==> src/rtl/timer_bank_pkg.sv <==
// Shared definitions for the timer bank: channel state encoding and mode values.
package timer_bank_pkg;

    localparam logic MODE_ONESHOT  = 1'b0;
    localparam logic MODE_PERIODIC = 1'b1;

    typedef enum logic {
        ST_IDLE = 1'b0,
        ST_RUN  = 1'b1
    } chan_state_t;

endpackage

==> src/rtl/timer_chan.sv <==
// One timer channel: down-counter clocked by the shared strobe, with tick pulse and square-wave output.
module timer_chan
    import timer_bank_pkg::*;
#(
    parameter int Width = 8
) (
    input  logic             clk_i,
    input  logic             rst_i,
    input  logic             stb,
    input  logic             start,
    input  logic             stop,
    input  logic             mode,
    input  logic [Width-1:0] kmax,
    output logic             tick,
    output logic             sq,
    output logic             busy
);

    chan_state_t      state;
    logic [Width-1:0] cnt;
    logic             mode_q;

    // busy mirrors the registered state, so it is itself a registered output
    assign busy = (state == ST_RUN);

    always_ff @(posedge clk_i or posedge rst_i) begin
        if (rst_i) begin
            state  <= ST_IDLE;
            cnt    <= '0;
            mode_q <= MODE_ONESHOT;
            tick   <= 1'b0;
            sq     <= 1'b0;
        end else begin
            tick <= 1'b0;
            if (stop) begin
                state <= ST_IDLE;
            end else if (start) begin
                cnt    <= kmax;
                mode_q <= mode;
                state  <= ST_RUN;
            end else if (state == ST_RUN && stb) begin
                if (cnt != '0) begin
                    cnt <= cnt - 1'b1;
                end else begin
                    tick <= 1'b1;
                    sq   <= ~sq;
                    // reload from the live kmax so a new period applies from the next cycle on
                    if (mode_q == MODE_PERIODIC) cnt <= kmax;
                    else                         state <= ST_IDLE;
                end
            end
        end
    end

endmodule

==> src/rtl/timer_bank.sv <==
// Multi-channel down-count timer bank sharing one prescaler strobe across all channels.
module timer_bank
    import timer_bank_pkg::*;
#(
    parameter int N     = 2,
    parameter int Width = 8,
    parameter int PreW  = 4
) (
    input  logic               clk_i,
    input  logic               rst_i,
    input  logic               en_i,
    input  logic [PreW-1:0]    pre_i,
    input  logic [N-1:0]       start_i,
    input  logic [N-1:0]       stop_i,
    input  logic [N-1:0]       mode_i,
    input  logic [N*Width-1:0] kmax_i,
    output logic [N-1:0]       tick_o,
    output logic [N-1:0]       sq_o,
    output logic [N-1:0]       busy_o
);

    logic [PreW-1:0] pre_cnt;
    logic            stb;

    assign stb = en_i && (pre_cnt == '0);

    // pre_i is only sampled at reload, so a new divisor starts with the next prescaler period
    always_ff @(posedge clk_i or posedge rst_i) begin
        if (rst_i) begin
            pre_cnt <= '0;
        end else if (en_i) begin
            if (stb) pre_cnt <= pre_i;
            else     pre_cnt <= pre_cnt - 1'b1;
        end
    end

    for (genvar c = 0; c < N; c++) begin : g_chan
        timer_chan #(
            .Width(Width)
        ) u_chan (
            .clk_i (clk_i),
            .rst_i (rst_i),
            .stb   (stb),
            .start (start_i[c]),
            .stop  (stop_i[c]),
            .mode  (mode_i[c]),
            .kmax  (kmax_i[c*Width +: Width]),
            .tick  (tick_o[c]),
            .sq    (sq_o[c]),
            .busy  (busy_o[c])
        );
    end

endmodule

==> config.mk <==
export PLATFORM = sky130hd
export DESIGN_NAME = timer_bank
export DESIGN_NICKNAME = d
export VERILOG_FILES = /design/src/rtl/timer_bank_pkg.sv /design/src/rtl/timer_chan.sv /design/src/rtl/timer_bank.sv
export SDC_FILE = /design/constraint.sdc
export NUM_CORES = 1
export LEC_CHECK = 0
export CAP_MARGIN = 20
export CORE_ASPECT_RATIO = 0.5
export CORE_MARGIN = 3
export CORE_UTILIZATION = 43
export CTS_BUF_LIST = sky130_fd_sc_hd__clkbuf_16
export CTS_CLUSTER_SIZE = 28
export DETAILED_ROUTE_END_ITERATION = 8
export GPL_ROUTABILITY_DRIVEN = 0
export PLACE_DENSITY = 0.75
export SLEW_MARGIN = 30
export SYNTH_ARGS = -nofsm -noshare
export SYNTH_HDL_FRONTEND = slang
export SYNTH_SLANG_ARGS = --single-unit
==> constraint.sdc <==
create_clock -name clk_i -period 2.18 [get_ports clk_i]
set_input_delay 0.436 -clock clk_i [delete_from_list [all_inputs] [get_ports clk_i]]
set_output_delay 0.436 -clock clk_i [all_outputs]
set_load 0.005 [all_outputs]
==> metrics.md, run 1 <==
| Metric | Value |
|---|---|
| Fin util | `61.72%` |
| Antenna viol nets, final | `0` |
| Setup TNS | `0 ns` |
| Sink Count | `28` |
| Critical Path Sink Type | `flop` |
| Post-synth ARST share | `100.0%` |
| Die area | `0.005066 mm2` |
| CTS root buffer | `clkbuf_16` |
| RSZ-0062 raised after global routing | `no` |
| Via/cell ratio | `5.896` |
| Worst reg-to-reg path cell count | `6` |
| CTS tree | `yes` |
| Headroom to the max-slew limit | `64.60%` |
| HPWL Detailed | `3169 um` |
| Seq/Total Area, Yosys | `38.75%` |
| Max cap viols | `0` |
| DRC | `0` |
| # hold bufs at CTS | `0` |
| Port bufs | `34` |
| Max-slew violations | `0` |
| Power per cell area | `803.4 mW/mm2` |
| Row count | `15` |
| Maximum fanout along the worst path | `8` |
| Layout area overhead | `26.85%` |
| ANT cells | `0` |
| Via count | `1651` |
| Worst skew pair latency | `0.26 ns` |
| Number of flops mapped to enable cells by yosys | `0` |
| Die H | `51.85 um` |
| Ys flop type | `dfrtp_1` |
| Setup Crit Path Kind | `flop to flop` |
| Startpoint types | `flop` |
| Final Hold Fails | `0` |
| Top-level I/O count | `35` |
| CTS H-Tree Depth | `1` |
| Count of final setup violators | `0` |
| Final min period | `2.042 ns` |
| Status | `finished clean` |
| Vias in the first global route | `1567` |
| GRT Residual Overflow | `0` |
| Tcrit/Tclk final | `93.67%` |
| Slew @ Worst Pin | `0.5262 ns` |
| Total power | `1.843 mW` |
| Synthesized cell area | `0.001808 mm2` |
| Final setup margin | `0.1379 ns` |
| DR pass1 iterations | `5` |
| Avg WL per Cell | `15.08 um` |
| Clock Path Buffers | `2` |
| Synth Warn # | `0` |
| FMAX | `0.4897 GHz` |
| GR Util All Layers | `17.51%` |
| Design area | `0.002293 mm2` |
| WP data arrival | `2.17 ns` |
| Skew final | `0.003132 ns` |
| Core area | `0.003716 mm2` |
| Largest net degree at the start of global routing | `29` |
| CTS Buf Count | `3` |
| Placement Setup Slack | `0.08519 ns` |
| Worst hold path type | `flop to flop` |
| First-pass GRT wire length | `7189 um` |
| NumNets Final | `265` |
| Final wirelength | `4223 um` |
| Inst Count DP | `276` |
| Post-synthesis cell type count | `53` |
| Share of cells above drive strength 1 | `10.92%` |
| Syn_nets | `227` |
| #FFs+latches synth | `28` |
| WHS Path Cells | `1` |
| Hold Slack | `0.4653 ns` |
| Resized cells post-CTS | `0` |
| Placed cell areas | `0.002215 mm2` |
| Die width | `97.70 um` |
| Starting Density | `48.65%` |
| Clk pin slew, worst setup/hold paths | `0.07 ns` |
| DRT iter0 DRCs | `104` |
| Initial antenna violation count | `0` |
| Leak | `0.9661 nW` |
| Critical Path RT | `2.31 ns` |
| Synthesized area per cell | `9.417 um2` |
| Post CTS Setup Buffer Count | `0` |
| Cells after Synth | `192` |
| Max VDD drop | `0.5176 mV` |
| Non-filler cells, final | `280` |
==> layer usage <==
layer | GRT usage [%] | part of all wire, % | vias up
li1 | - | - | 799
met1 | 21.95 | 44 | 770
met2 | 30.05 | 48 | 76
met3 | 4.819 | 7.6 | 6
met4 | 5.287 | 0.78 | 0
met5 | 0 | 0 | -
==> synth_stat cells (2+ instances only) <==
library cell / instances / share of area [%]
dfrtp_1: 28 / 39
a21oi_1: 15 / 4.2
nor2_1: 15 / 3.1
inv_1: 14 / 2.9
o21ai_0: 10 / 2.8
buf_4: 7 / 2.9
o211ai_1: 7 / 2.9
ha_1: 6 / 4.2
mux2i_1: 6 / 3.3
nor3_1: 6 / 1.7
a222oi_1: 5 / 2.8
nand2_1: 5 / 1.0
nor4_1: 5 / 1.7
a22oi_1: 4 / 1.7
a31oi_1: 3 / 1.0
clkbuf_1: 3 / 0.62
nand2b_1: 3 / 1.0
nand3b_1: 3 / 1.2
nor2b_1: 3 / 1.0
o22ai_1: 3 / 1.0
a211oi_1: 2 / 0.83
a21o_1: 2 / 0.83
a32oi_1: 2 / 0.97
buf_6: 2 / 1.2
nand3_1: 2 / 0.55
nor3b_1: 2 / 0.83
o311ai_0: 2 / 0.97
xor2_1: 2 / 0.97
==> flip-flops by register name (all words and copies together), names as in the netlist <==
| name | cells |
|---|---|
| g_chan.u_chan.busy | 2 |
| pre_cnt | 4 |
| g_chan.u_chan.mode_q | 2 |
| g_chan.u_chan.cnt | 16 |
| g_chan.u_chan.sq | 2 |
| g_chan.u_chan.tick | 2 |
==> worst max-delay path: stages, from the launching register on <==
cell	delay, ns
dfrtp_1	0.38
inv_1	0.11
ha_1	0.20
or3b_2	0.51
nor3_4	0.20
o21a_1	0.35
o21ai_0	0.17
==> path summary, 6_finish.rpt <==
path / endpoint / slack (ns) / start
setup / recovery: g_chan[1].u_chan.cnt[7]$_DFFE_PP0P_ / 0.14 / g_chan[1].u_chan.cnt[0]$_DFFE_PP0P_
hold / removal: g_chan[1].u_chan.sq$_DFFE_PP0P_ / 0.47 / g_chan[1].u_chan.sq$_DFFE_PP0P_
setup reg to reg: g_chan[1].u_chan.cnt[7]$_DFFE_PP0P_ / 0.14 / g_chan[1].u_chan.cnt[0]$_DFFE_PP0P_
hold reg to reg: g_chan[1].u_chan.sq$_DFFE_PP0P_ / 0.47 / g_chan[1].u_chan.sq$_DFFE_PP0P_
max in group asynchronous: pre_cnt[1]$_DFFE_PP0P_ / 1.36 / rst_i
min in group asynchronous: g_chan[1].u_chan.cnt[1]$_DFFE_PP0P_ / 0.54 / rst_i
==> cell type report <==
class,count,area (um2)
Clock buffer,3,75.07
Fill cell,299,1423
Clock inverter,1,3.754
Sequential cell,28,700.7
Timing Repair Buffer,47,437.9
Multi-Input combinational cell,136,959.7
Inverter,14,52.55
Tap cell,51,63.81
==> logic make-up after synthesis <==
logic type	count (synthesis)	share of synthesized area (%)
and+or+nand+nor	57	19.72
adders and majority gates	6	4.152
xor gates and xnor gates	2	0.9690
buffers and inverters	28	8.165
muxes	7	3.945
DFF	28	38.75
AOI/OAI and AO/OA	64	24.29
==> power breakdown <==
group	leakage, nW	switching, mW	internal (mW)	total (mW)
Sequential	0.338	0.152	0.642	0.794
Combinational	0.590	0.314	0.310	0.624
Clock	0.0385	0.179	0.246	0.425
==> layout by cell type, fill, tap and decap left out, types with 2 or more instances in the layout <==
cell / n
nor2b_1: 3
a222oi_1: 5
nand3b_1: 3
xor2_1: 2
nor2_1: 15
a31oi_1: 3
nor3b_1: 2
a32oi_1: 2
dfrtp_1: 28
a21oi_1: 15
o21ai_0: 10
o211ai_1: 7
a22oi_1: 4
o22ai_1: 3
inv_1: 14
ha_1: 6
buf_4: 13
clkbuf_16: 3
clkdlybuf4s50_1: 34
nand2_1: 5
o311ai_0: 2
a211oi_1: 2
nand3_1: 2
nor4_1: 5
nand2b_1: 3
nor3_1: 6
mux2i_1: 6
a21o_1: 2
(Power assumes the default switching activity.)
==> inputs of run 2 (changes only) <==
- SKIP_CTS_REPAIR_TIMING: not set -> 1
==> results of run 2 <==
Same layout as run 1: the final DEF is identical, and so are final timing and power.
==> edit 1 (flow settings as in run 2) <==
`PreW`: 4 -> 6.
--- a/src/rtl/timer_bank.sv
+++ b/src/rtl/timer_bank.sv
@@ -4,7 +4,7 @@
 #(
     parameter int N     = 2,
     parameter int Width = 8,
-    parameter int PreW  = 4
+    parameter int PreW  = 6
 ) (
     input  logic               clk_i,
     input  logic               rst_i,
Ports: changed (resized pre_i); port bits go from 35 to 37. The function was not compared with the original's and may differ.
==> edit 1 against run 2 <==
Sequential cell count grew 2. Core utilization is 0.058 points higher. Critical path depth did not move. Worst setup slack got worse by 0.0088 ns. Power rose by 11%. Design area increased by 12%. Die area up 7.6%. Combinational power decreased by 9.0%. Global-route usage rose by 1.1 points. Routed wire length grew 8.8%. Area after synthesis up 8.4%. First-iteration DRC count shrank 29%.
==> edit 1: results <==
run_status:
  outcome: "complete, no violations"
critical_path:
  reg2reg_from: "g_chan[1].u_chan.cnt[0]"
  cp.arrival_ns: 2.24
  cp_max_fo: 8
  worst_path_max_delay_cell: "or4b_1"
  path_delay_family: "simple AND/OR/NAND/NOR gates"
clock_tree:
  path_clk_slew_ns: 0.05
  cts_made_buffers: 5
  cts_max_level: 2
synth:
  synthMuxAreaShare_pct: 5.236
  syn_inst: 205
  yosys-top-cells-area: "dfrtp_1, o211ai_1, mux2i_1"
  synth-compound-area-share_pct: 23.63
  synth_nets: 242
  synth-adder-area-share_pct: 3.831
  synth-seq-area-share_pct: 38.31
power:
  power_density_nw_per_um2: 800.9
  leakage_nw: 1.029
  clkPwrFrac_pct: 30.4
  p_int_mw: 1.380
  combPwrFrac_pct: 27.7
global_routing:
  grt_use_total_pct: 18.62
  grt_max_degree: 31
  grt_pass1_wl_mm: 7.838
  met1_usage_pct: 23.83
  use_met2_pct: 30.09
  met3_usage_pct: 4.916
detailed_routing:
  drt_iter0_drc: 74
  wl_met1_mm: 2.262
  wl_met2_mm: 2.089
  dr.pass1.iters: 4
  wl_per_cell_um: 15.17
  vias: 1731
  wl_met3_um: 178
  routed_wl_mm: 4.596
place:
  portBuffers: 36
  place_ws_ns: 0.006648
  placed_area_sq_um: 2424
  dp_cells: 297
timing:
  slew_headroom_pct: 68.32
  skew_ns: 0.007406
finish:
  fillers: 368
  regArea_sq_um: 750.7
  largestRegisters: "g_chan.u_chan.cnt x16, pre_cnt x6"
  layout-drive-gt1-share_pct: 14.46
edit 1: cell count changes in the layout (fill, tap and decap cells not counted), moves of 4 or more:
cell       delta
a211oi_1      +6
a21oi_1       -4
a222oi_1      -5
a2bb2oi_1     +6
nand2_1       +4
nor2_1       -10
o211ai_1      +5
o21ai_1       +4
edit 1: final timing paths:
check / slack (ns) / cells after the start / end
hold reg to reg: 0.48 / 1 / g_chan[1].u_chan.sq
setup / recovery: 0.13 / 6 / g_chan[1].u_chan.cnt[1]
max in group asynchronous: 1.36 / 3 / g_chan[0].u_chan.cnt[6]
min in group asynchronous: 0.54 / 3 / g_chan[1].u_chan.sq
hold / removal: 0.48 / 1 / g_chan[1].u_chan.sq
setup reg to reg: 0.13 / 6 / g_chan[1].u_chan.cnt[1]
edit 1: final cells by class:
cell class,count,share of cell area (%)
Tap cell,54,2.639
Sequential cell,30,29.33
Multi-Input combinational cell,145,42.03
Timing Repair Buffer,51,18.48
Clock inverter,1,0.1466
Clock buffer,5,4.888
Inverter,17,2.493
==> edit 2 (settings of run 2) <==
Made on the original files. Add an input register stage for `kmax_i`; this delays it by one clock. The other inputs are not delayed to match.
--- a/src/rtl/timer_bank.sv
+++ b/src/rtl/timer_bank.sv
@@ -18,6 +18,12 @@
     output logic [N-1:0]       sq_o,
     output logic [N-1:0]       busy_o
 );
+
+    logic [N*Width-1:0] kmax_q;
+
+    always_ff @(posedge clk_i) begin
+        kmax_q <= kmax_i;
+    end
 
     logic [PreW-1:0] pre_cnt;
     logic            stb;
@@ -44,7 +50,7 @@
             .start (start_i[c]),
             .stop  (stop_i[c]),
             .mode  (mode_i[c]),
-            .kmax  (kmax_i[c*Width +: Width]),
+            .kmax  (kmax_q[c*Width +: Width]),
             .tick  (tick_o[c]),
             .sq    (sq_o[c]),
             .busy  (busy_o[c])
Behaviour: not the same (Yosys sat finds a counterexample within 4 cycles, from zero or initial values and one cycle with rst_i high).
==> edit 2 against run 2 <==
Synthesized cell count rose by 4.7%. Area after synthesis increased by 19%. Sequential cell count grew 16. Count of clock-buffer cells in the layout rose by 2. Routed wire length is 14% higher. Core utilization fell by 1.0 points. Design area rose by 22%. Clock power grew 100%. Power rose by 46%. Largest cell class unchanged. Largest power group unchanged. Worst setup slack lost 0.027 ns.
==> edit 2: results <==
run_status:
  outcome: "complete, no violations"
synth:
  yosys-top-cells-area: "dfrtp_1, dfxtp_1, o2bb2ai_1"
  synth-seq-area-share_pct: 47.58
  yosysUniqueCellTypes: 51
  syn_avg_cell_area_sq_um: 10.68
  ys_async_sr_fraction_pct: 63.64
  yosys-top-cells-count: "dfrtp_1, dfxtp_1, inv_1, o2bb2ai_1, a21oi_1"
  synth_nets: 236
timing:
  post-route-period-util_pct: 94.91
  hold_ws_ns: 0.4666
  slew_viol_final: 0
  skew_ns: 0.006902
finish:
  largestRegisters: "g_chan.u_chan.cnt x16, kmax_q x16, pre_cnt x4"
  top_area_cell_class: "multi-input combinational cells"
  nonClkBufAreaFrac_pct: 16.25
  utilization_pct: 60.68
  n_all_buffers: 49
  clk_share_pct: 6.014
  nMultiInputCombCells: 133
  design.seq.count: 44
  fin_nets: 279
  layout-drive-gt1-share_pct: 16.33
  fillers: 382
  layoutNonFillerInstCount: 311
critical_path:
  worst_path_max_delay_cell: "or4b_4"
  reg2reg_to: "g_chan[1].u_chan.cnt[6]"
  path_delay_family: "compound AO/OA/AOI/OAI gates"
  rrSetupSlack_ns: 0.11
  cp_max_fo: 4
detailed_routing:
  wl_met1_mm: 2.143
  wl_met2_mm: 2.401
  routed_wl_mm: 4.835
  dr.pass1.iters: 4
  drt_iter0_drc: 46
  vias: 1716
  wl_met3_um: 228
clock_tree:
  cts_max_level: 2
  insertion_delay_ns: 0.29
place:
  dp_cells: 303
  placed_area_sq_um: 2600
  dp_hpwl_mm: 3.522
  place_ws_ns: 0.06685
global_routing:
  met1_usage_pct: 20.00
  grt_pass1_wl_mm: 8.211
  met3_usage_pct: 4.519
  grt_use_total_pct: 17.07
power:
  ir_worst_vdd_v: 0.0004011
  leakage_nw: 1.166
floorplanning:
  fp.dieW_um: 105.9
edit 2: cell types whose count changed in the layout (fill, tap and decap cells not counted), sizes merged, moves of 5 or more:
| cell | run 2 | this run |
|---|---|---|
| a222oi | 5 | 0 |
| o2bb2ai | 1 | 11 |
| o211ai | 7 | 0 |
| nor2 | 15 | 9 |
| dfxtp | 0 | 16 |
| o21ai | 11 | 5 |
edit 2: where the power goes:
part	internal, mW	switching (mW)	total [mW]
Clock	0.538	0.310	0.848
Sequential	0.960	0.172	1.13
Combinational	0.356	0.361	0.717
Total	1.85	0.843	2.70
edit 2: kinds of logic (layout without fill, tap and decap cells):
logic type / count (synthesis) / in the layout / synth area share (%)
buffers and inverters: 24 / 68 / 5.714
multiplexers: 11 / 11 / 5.306
AO/OA/AOI/OAI: 57 / 57 / 20.18
adder cells (fa/ha/maj): 6 / 6 / 3.498
flip-flops: 44 / 44 / 47.58
XOR/XNOR: 2 / 2 / 0.8165
AND/OR/NAND/NOR: 57 / 57 / 16.91
